## config.mk

```make
export PLATFORM = sky130hd
export DESIGN_NAME = ecg_axis_sample_source
export DESIGN_NICKNAME = d
export VERILOG_FILES = /design/src/rtl/ecg_axis_pkg.sv /design/src/rtl/ecg_sync_fifo.sv /design/src/rtl/ecg_axis_sample_source.sv
export SDC_FILE = /design/constraint.sdc
export NUM_CORES = 1
export LEC_CHECK = 0
export BUFFER_PORTS_ARGS = -buffer_cell sky130_fd_sc_hd__buf_2
export CORE_AREA = 2 2 85 87
export DETAILED_ROUTE_END_ITERATION = 7
export DIE_AREA = 0 0 87 89
export GPL_TIMING_DRIVEN = 0
export MAX_ROUTING_LAYER = met4
export PLACE_DENSITY = 0.82
export SYNTH_ARGS = -nofsm -noshare
export SYNTH_HDL_FRONTEND = slang
export SYNTH_HIERARCHICAL = 1
export SYNTH_SLANG_ARGS = --single-unit
```

## constraint.sdc

```tcl
create_clock -name clk -period 5.4 [get_ports clk]
set_input_delay 0.27 -clock clk [delete_from_list [all_inputs] [get_ports clk]]
set_output_delay 0.27 -clock clk [all_outputs]
set_load 0.1 [all_outputs]
```

## src/rtl/ecg_axis_pkg.sv

```systemverilog
// rtl/ecg_axis_pkg.sv - shared types, widths and helpers for the ECG AXIS sample source
package ecg_axis_pkg;

    localparam int ECG_SAMPLE_W = 16;
    localparam int DROP_CNT_W   = 16;

    typedef logic signed [ECG_SAMPLE_W-1:0] ecg_sample_t;

    // Counter that sticks at all-ones instead of wrapping back to zero.
    function automatic logic [DROP_CNT_W-1:0] sat_inc(input logic [DROP_CNT_W-1:0] v);
        return (v == {DROP_CNT_W{1'b1}}) ? v : v + 1'b1;
    endfunction

endpackage

```

## src/rtl/ecg_sync_fifo.sv

```systemverilog
// rtl/ecg_sync_fifo.sv - register-array FIFO with fall-through read and push+pop on full
module ecg_sync_fifo
    import ecg_axis_pkg::*;
#(
    parameter int DATA_W = ECG_SAMPLE_W,
    parameter int DEPTH  = 4,
    localparam int PTR_W = $clog2(DEPTH),
    localparam int LVL_W = PTR_W + 1
) (
    input  logic              clk,
    input  logic              rst,
    input  logic              push_i,
    input  logic [DATA_W-1:0] data_i,
    input  logic              pop_i,
    output logic [DATA_W-1:0] data_o,
    output logic [LVL_W-1:0]  level_o,
    output logic              full_o,
    output logic              empty_o
);

    logic [DATA_W-1:0] mem_q [DEPTH];
    logic [PTR_W-1:0]  wr_ptr_q, wr_ptr_d;
    logic [PTR_W-1:0]  rd_ptr_q, rd_ptr_d;
    logic [LVL_W-1:0]  level_q, level_d;
    logic              push_ok;
    logic              pop_ok;

    assign empty_o = (level_q == '0);
    assign full_o  = (level_q == LVL_W'(DEPTH));
    assign level_o = level_q;
    assign data_o  = mem_q[rd_ptr_q];

    // A pop frees the slot being written, so a full FIFO may still accept a push.
    assign pop_ok  = pop_i && !empty_o;
    assign push_ok = push_i && (!full_o || pop_ok);

    always_comb begin
        wr_ptr_d = wr_ptr_q;
        rd_ptr_d = rd_ptr_q;
        level_d  = level_q;
        if (push_ok) wr_ptr_d = wr_ptr_q + 1'b1;
        if (pop_ok)  rd_ptr_d = rd_ptr_q + 1'b1;
        case ({push_ok, pop_ok})
            2'b10:   level_d = level_q + 1'b1;
            2'b01:   level_d = level_q - 1'b1;
            default: level_d = level_q;
        endcase
    end

    always_ff @(posedge clk or posedge rst) begin
        if (rst) begin
            wr_ptr_q <= '0;
            rd_ptr_q <= '0;
            level_q  <= '0;
            for (int i = 0; i < DEPTH; i++) mem_q[i] <= '0;
        end else begin
            wr_ptr_q <= wr_ptr_d;
            rd_ptr_q <= rd_ptr_d;
            level_q  <= level_d;
            if (push_ok) mem_q[wr_ptr_q] <= data_i;
        end
    end

endmodule

```

## src/rtl/ecg_axis_sample_source.sv

```systemverilog
// rtl/ecg_axis_sample_source.sv - strobed ADC samples to back-pressured AXIS, optional framing via ECG_AXIS_TLAST_EN
// Samples arriving while full with no pop are dropped and counted.
module ecg_axis_sample_source
    import ecg_axis_pkg::*;
#(
    parameter int DATA_W     = ECG_SAMPLE_W,
    parameter int FIFO_DEPTH = 4,
    parameter int FRAME_LEN  = 256,
    localparam int LVL_W     = $clog2(FIFO_DEPTH) + 1
) (
    input  logic                  clk,
    input  logic                  rst,
    input  logic                  adc_valid,
    input  logic [DATA_W-1:0]     adc_data,
    input  logic                  m_axis_tready,
    output logic                  m_axis_tvalid,
    output logic [DATA_W-1:0]     m_axis_tdata,
`ifdef ECG_AXIS_TLAST_EN
    output logic                  m_axis_tlast,
`endif
    output logic [LVL_W-1:0]      fifo_level,
    output logic                  overflow,
    output logic [DROP_CNT_W-1:0] drop_count
);

    logic                  fifo_full;
    logic                  fifo_empty;
    logic                  pop;
    logic                  drop;
    logic                  overflow_q, overflow_d;
    logic [DROP_CNT_W-1:0] drop_cnt_q, drop_cnt_d;

    // tvalid comes only from occupancy, never from tready.
    assign m_axis_tvalid = !fifo_empty;
    assign pop           = m_axis_tvalid && m_axis_tready;
    assign drop          = adc_valid && fifo_full && !pop;

    ecg_sync_fifo #(
        .DATA_W (DATA_W),
        .DEPTH  (FIFO_DEPTH)
    ) u_fifo (
        .clk     (clk),
        .rst     (rst),
        .push_i  (adc_valid),
        .data_i  (adc_data),
        .pop_i   (pop),
        .data_o  (m_axis_tdata),
        .level_o (fifo_level),
        .full_o  (fifo_full),
        .empty_o (fifo_empty)
    );

    always_comb begin
        overflow_d = overflow_q;
        drop_cnt_d = drop_cnt_q;
        if (drop) begin
            overflow_d = 1'b1;
            drop_cnt_d = sat_inc(drop_cnt_q);
        end
    end

    always_ff @(posedge clk or posedge rst) begin
        if (rst) begin
            overflow_q <= 1'b0;
            drop_cnt_q <= '0;
        end else begin
            overflow_q <= overflow_d;
            drop_cnt_q <= drop_cnt_d;
        end
    end

    assign overflow   = overflow_q;
    assign drop_count = drop_cnt_q;

`ifdef ECG_AXIS_TLAST_EN
    localparam int BEAT_W = $clog2(FRAME_LEN);

    logic [BEAT_W-1:0] beat_q, beat_d;

    // Advances only on handshakes, so tlast holds through stalls.
    always_comb begin
        beat_d = beat_q;
        if (pop) beat_d = (beat_q == BEAT_W'(FRAME_LEN - 1)) ? '0 : beat_q + 1'b1;
    end

    always_ff @(posedge clk or posedge rst) begin
        if (rst) beat_q <= '0;
        else     beat_q <= beat_d;
    end

    assign m_axis_tlast = (beat_q == BEAT_W'(FRAME_LEN - 1));
`else
    if (FRAME_LEN < 2) begin : g_frame_len_unused
    end
`endif

endmodule

```

==> results.md, run 1 <==
- Tmin final: approximately 2.8 ns
- Worst Hold Class: primary input to asynchronous set/reset pin
- Final hold viol count: 0
- Max Cap Viol: 0
- Met3 Use GR: under 10%
- Hold-fix buffers, CTS: 0
- Distinct cells, synth: 34
- Row count: 30
- Area grow syn2layout: 14.0%
- Number of global-route vias before repair: 2,329
- Slowest stage delay, CP: roughly 0.61 ns
- Initial antenna violation count: 0
- Final setup viols: 0
- Worst-path clk slew: 0.09 ns
- RSZ-0062 raised after global routing: no
- CTS max path bufs: 2
- Cell count after synthesis: 273
- Clk root buf: clkbuf_8
- Buffers on Ports: 56
- # diodes: 0
- Die H: 89 µm
- Critical Path Fanout Max: 10
- Worst slew margin: ~43%
- Cts repair resizes: 0
- First-pass GRT wire length: 11.5 mm
- Clk_lat worst skew: between 0.3 and 0.4 ns
- DR vias/cell: roughly 5.6
- Worst Reg-to-Reg Cells: 10
- Met2 Track Usage GR: 30.6%
- TritonCTS Sinks: 88
- Setup crit end kind: primary output
- Final Slew Violations: 0
- Crit path required time: 5.13 ns
- Critical-path cell list: clkbuf_1 > buf_1 > mux4_2 > buf_2
- Drt initial violations: 115
- Routability cong.: 0.743
- Crit path DAT: between 2 and 2.5 ns
- Syn Area/Cell: ~15 µm²
- Synth warnings: 6
- Largest net degree at the start of global routing: 72
- Average wire per standard cell: between 15 and 20 µm
- CTS Buf Count: 9
- Slowest cell on crit path: buf_1
- Outcome: completed
- Core ar.: 6720 µm²
- Layout cells sized above 1: about half
- RR Endpoint: u_fifo/level_o[2]
- Initial Util: 60.3%
- GRT Max-Usage Layer: met2
- Syn nets: 300
- Layout Utilization: 68.7%
- GRT Resource Usage Total: 20.4%
- Measured slew at the worst slew-check pin: about 0.86 ns
- Final period utilization: 50.9%
- Die width: 87 µm
- First drt pass iteration count: 4
- Reg2Reg Setup Slack: ~2.7 ns
- Via count: 2,389
- HPWL after DPL: ~4.9 mm
- Register area share after synthesis: 54.4%
- Final #Nets: 367
- Mapped Area: 4050 µm²
- Yosys reg bits: 88
- Postcts setup bufs: 0
- CTS tree: yes
- WS Path Type: flop to primary output
- # IOs: 57
- Setup tns final: 0 ns
- Fmax: 364 MHz
- Fin Clk Skew: 0.00948 ns
- GR Overflow Total: 0
- Die area: 7740 µm²
- Drt drc: 0
- ANT nets after route: 0
- Final WL: 7.14 mm
- R2R Path Start: u_fifo/level_o[0]
- Met1 Use GR: 28.4%
- H-tree levels: 3
- CP Launch Type: flop
==> flip-flops by register name (all words and copies together) (netlist names) <==
name,count
u_fifo/mem_q,64
drop_count,16
u_fifo/level_o,3
u_fifo/rd_ptr_q,2
u_fifo/wr_ptr_q,2
overflow,1
==> cell usage in the layout (no fill, tap or decap), drive strengths merged, types with 6 or more instances in the layout <==
master	netlist	layout
inv	10	10
xnor2	6	6
nor2	9	9
nand3	6	6
mux4	16	16
clkbuf	2	11
nand2	9	9
mux2	67	67
xor2	14	14
ha	6	6
buf	9	65
dfrtp	88	88
==> stage by stage <==
step	std cells	setup slack (ns)	instance area, µm²	hold WS [ns]
after global routing	425	2.47	4610	0.0789
after floorplan	273	2.45	4050	0.196
final	425	2.65	4610	0.0205
after CTS	425	2.60	4610	0.0377
after global placement	409	2.53	4430	0.390
after detailed placement	409	2.70	4430	0.419
==> worst max-delay path, delay by kind of cell (launching register included) <==
kind,cells,cell delay (ns)
flip-flops,1,0.33
buffers and inverters,3,1.46
multiplexers,1,0.35
==> per-layer routing <==
metal	routed length [µm]	vias to the layer above
li1	-	1114
met1	3370	1219
met2	3450	48
met3	231	8
met4	81	0
met5	0	-
==> logic make-up (layout without fill, tap and decap cells) <==
family / count (synthesis) / count (layout) / synth area share [%]
adder cells (fa/ha/maj): 7 / 7 / 2.35
XOR/XNOR: 20 / 20 / 4.33
AND/OR/NAND/NOR: 52 / 52 / 8.13
AO/OA/AOI/OAI: 1 / 1 / 0.216
multiplexers: 84 / 84 / 27.8
flip-flops: 88 / 88 / 54.4
buffers and inverters: 21 / 93 / 2.81
==> area by class of cell <==
class                   count  area (µm²)
repair buffers             56         280
multi-input cells         164        1730
plain buffers              11        76.3
fillers                   474        2100
clock inverters             7        58.8
clock buffers               9         124
inverters                  10        40.0
flip-flops and latches     88        2200
well taps                  80         100
==> Yosys cell counts <==
cell	number	area (µm²)
buf_6	4	45.0
nor2b_1	1	6.26
and2_1	1	6.26
buf_1	1	3.75
buf_2	4	20.0
o31a_1	1	8.76
nor3_1	5	25.0
nand2_1	9	33.8
xnor2_1	6	52.6
nor4b_2	2	30.0
and3_1	1	6.26
nor4_1	3	18.8
nor3b_1	2	15.0
mux2_2	67	754
mux2i_1	1	10.0
or4b_1	1	10.0
or4_1	1	7.51
fa_1	1	20.0
clkbuf_1	2	7.51
ha_1	6	75.1
nor2_1	5	18.8
nand2b_1	3	18.8
dfrtp_1	88	2200
and4_1	1	8.76
nand3_1	5	25.0
inv_1	10	37.5
nor4b_4	1	23.8
nand4_1	4	25.0
nor4b_1	1	8.76
nand3_2	1	10.0
xor2_1	14	123
nor2_2	4	25.0
mux4_2	16	360
or2_2	1	6.26
==> worst max path at each step <==
stage	from	end	slack, ns	cells past startpoint
6_report	u_fifo/rd_ptr_q[1]	m_axis_tdata[3]	2.65	4
2_1_floorplan	u_fifo/level_o[0]	u_fifo/level_o[2]	2.45	10
4_1_cts	u_fifo/rd_ptr_q[1]	m_axis_tdata[3]	2.60	4
3_5_place_dp	u_fifo/level_o[0]	u_fifo/level_o[2]	2.70	10
3_3_place_gp	rst	u_fifo/level_o[0]	2.53	2
5_1_grt	u_fifo/level_o[0]	u_fifo/level_o[2]	2.47	10
Power of run 1 is left out: the tool's default activity adds up to more than one toggle a clock period on the data nets, which glitch-free logic cannot reach.
==> run 2, diff against run 1 <==
- ABC_AREA: not set -> 1
- CORE_AREA: 2 2 85 87 -> 2 2 93 95
- DIE_AREA: 0 0 87 89 -> 0 0 95 97
- PLACE_DENSITY: 0.82 -> 0.78
- clock period: 5.4 -> 2.6 ns (I/O delays scaled with it)
==> results.md, run 2 <==
- Outcome: completed
- Ys flop type: dfrtp_1
- Measured slew at the worst slew-check pin: 0.887 ns (+0.0288 ns)
- Die area: 9220 µm² (+19%)
- # IOs: 57 (unchanged)
- Final period utilization: between 90% and 100%
- RSZ-0062 raised after global routing: no
- Met3 Use GR: 7.01% (+3.9 points)
- DR vias/cell: 5.93 (+5.4%)
- Initial Util: 56.7% (-3.6 points)
- Final setup viols: 0 (unchanged)
- CP Launch Type: flop
- Drt drc: 0 (unchanged)
- GRT Resource Usage Total: 30.0% (+9.6 points)
- Max Cap Viol: 0 (unchanged)
- Final WL: 13.0 mm (+82%)
- Worst-path clk slew: 0.09 ns (about the same)
- Post-synth top area share: 47.8% (-6.6 points)
- Reg with most FFs: u_fifo/mem_q
- Crit path DAT: 2.36 ns (-0.12 ns)
- Core ar.: 8130 µm² (+21%)
- Initial antenna violation count: 0 (unchanged)
- Final Slew Violations: 0 (unchanged)
- Synth cell count leaders: nand2_1, dfrtp_1, nand4_1
- Routability cong.: 0.913 (+23%)
- Clk root buf: clkbuf_8
- HPWL after DPL: 8.61 mm (+74%)
- Average wire per standard cell: 17.1 µm (+1.9%)
- Commonest non-fill, non-tap cell in the layout: nand2_1
- Met2 Track Usage GR: 44.5% (+14 points)
- Syn Area/Cell: 7.97 µm² (-46%)
- Setup crit end kind: primary output
- First-pass GRT wire length: 20.8 mm (+80%)
- GR Overflow Total: 0 (unchanged)
- Critical-path cell list: buf_2 > inv_2 > clkbuf_1 > o21ai_0 > o22ai_1 > buf_2
- CTS Buf Count: 9 (unchanged)
- Clk_lat worst skew: 0.36 ns (about the same)
- Post-synth EDFFs: 0 (unchanged)
- Setup tns final: 0 ns (unchanged)
- Register area share after synthesis: 47.8% (-6.6 points)
- Worst Hold Class: primary input to flop
- Fmax: 401 MHz
- First drt pass iteration count: 5 (+1)
- CP Buf/Inv Count: 4 (+1)
- Commonest cells after routing, fill and taps aside: nand2_1, dfrtp_1, nand4_1, buf_2, nor2_1
- Largest net degree at the start of global routing: 72 (unchanged)
- Max reg flops: 64 (unchanged)
- Tmin final: 2.49 ns
- Count leader, synth: nand2_1
- Die H: 97 µm (+9.0%)
- ANT nets after route: 0 (unchanged)
- Final hold viol count: 0 (unchanged)
- Slowest cell on crit path: clkbuf_1
- Most used cell, CP: buf_2
- Syn nets: 605 (+100%)
- Layout cells sized above 1: 18.1% (-32 points)
- Row count: 33 (+10%)
- TritonCTS Sinks: 88 (unchanged)
- GRT Max-Usage Layer: met2
- Worst slew margin: 40.9% (-1.9 points)
- Largest area contributor in the netlist: dfrtp_1
- Area grow syn2layout: 14.8%
- # diodes: 0 (unchanged)
- Layout Utilization: 65.1% (-3.6 points)
- Number of global-route vias before repair: 4,169 (+79%)
- CTS max path bufs: 2 (unchanged)
- Top post-synthesis cells by area: dfrtp_1, nand2_1, nand4_1, nor2_1, o21ai_0
- Crit path required time: 2.47 ns (-2.66 ns)
- Final #Nets: 674 (+84%)
- Via count: 4,486 (+88%)
- Mapped Area: 4610 µm² (+14%)
- WS Path Type: flop to primary output
- Buffers on Ports: 56 (unchanged)
- Distinct cells, synth: 30 (-12%)
- Met1 Use GR: 41.6% (+13 points)
- Slowest stage delay, CP: 0.48 ns (-0.13 ns)
- Yosys reg bits: 88 (unchanged)
- CTS tree: yes
- Drt initial violations: 493 (+330%)
- Die width: 95 µm (+9.2%)
- Fin Clk Skew: 0.0158 ns (+0.00633 ns)
- CP delay by family, top: buffers and inverters
- Synth warnings: 6 (unchanged)
- Critical Path Fanout Max: 10 (unchanged)
- Cell count after synthesis: 578 (+110%)
- H-tree levels: 3 (unchanged)
- Ys async rst share: 100% (unchanged)
[run 2: final timing paths]
check	start	slack [ns]	endpoint	depth (start not counted)
setup / recovery	u_fifo/rd_ptr_q[1]	0.11	m_axis_tdata[4]	6
hold / removal	adc_data[5]	0.05	u_fifo/mem_q[37]	3
hold reg to reg	overflow	0.47	overflow	1
min in group asynchronous	rst	0.45	drop_count[4]	3
setup reg to reg	u_fifo/level_o[0]	0.22	u_fifo/level_o[2]	14
max in group asynchronous	rst	1.48	u_fifo/level_o[2]	3
[run 2: repair_timing]
| action | 4_1_cts | 5_1_grt |
|---|---|---|
| hold buffers | 1 | 0 |
| endpoints found under the setup margin | 0 | 1 |
| setup buffers | 0 | 1 |
| hold endpoints to repair | 26 | 0 |
| resized for setup | 0 | 3 |
[run 2: through the flow]
stage	instance area (µm²)	std cells	worst slack [ns]	hold slack (ns)
final	5290	757	0.105	0.0529
after global routing	5290	757	0.00839	0.0483
after CTS	5270	756	0.110	0.0456
after detailed placement	5030	739	0.134	0.302
after global placement	5030	739	-0.373	0.263
after floorplan	4620	578	0.0680	0.0561
[run 2: area by class of cell]
cell class / instances / area (µm²)
plain buffers: 39 / 206
well taps: 105 / 131
repair buffers: 58 / 298
multi-input cells: 426 / 2120
clock buffers: 12 / 155
clock inverters: 4 / 76.3
fillers: 700 / 2840
inverters: 25 / 96.3
flip-flops and latches: 88 / 2210
[run 2: routing by layer]
layer  up-vias  wire, µm
li1       2059         -
met1      2129      5360
met2       265      6050
met3        33      1300
met4         0       247
met5         -         0
[run 2: kinds of logic (layout without fill, tap and decap cells)]
kind of cell	count (synthesis)	in the layout	share of synthesized area, %
and+or+nand+nor	353	353	35.1
AOI/OAI and AO/OA	54	54	6.30
xor gates and xnor gates	12	12	2.28
adders and majority gates	7	7	2.06
buffers and inverters	64	138	6.51
DFF	88	88	47.8
[run 2: worst min-delay path, stage by stage]
cell and delay [ns]:
buf_2 0.12, nand4_1 0.08, nand2_1 0.05
Power of run 2 is left out for the same reason.
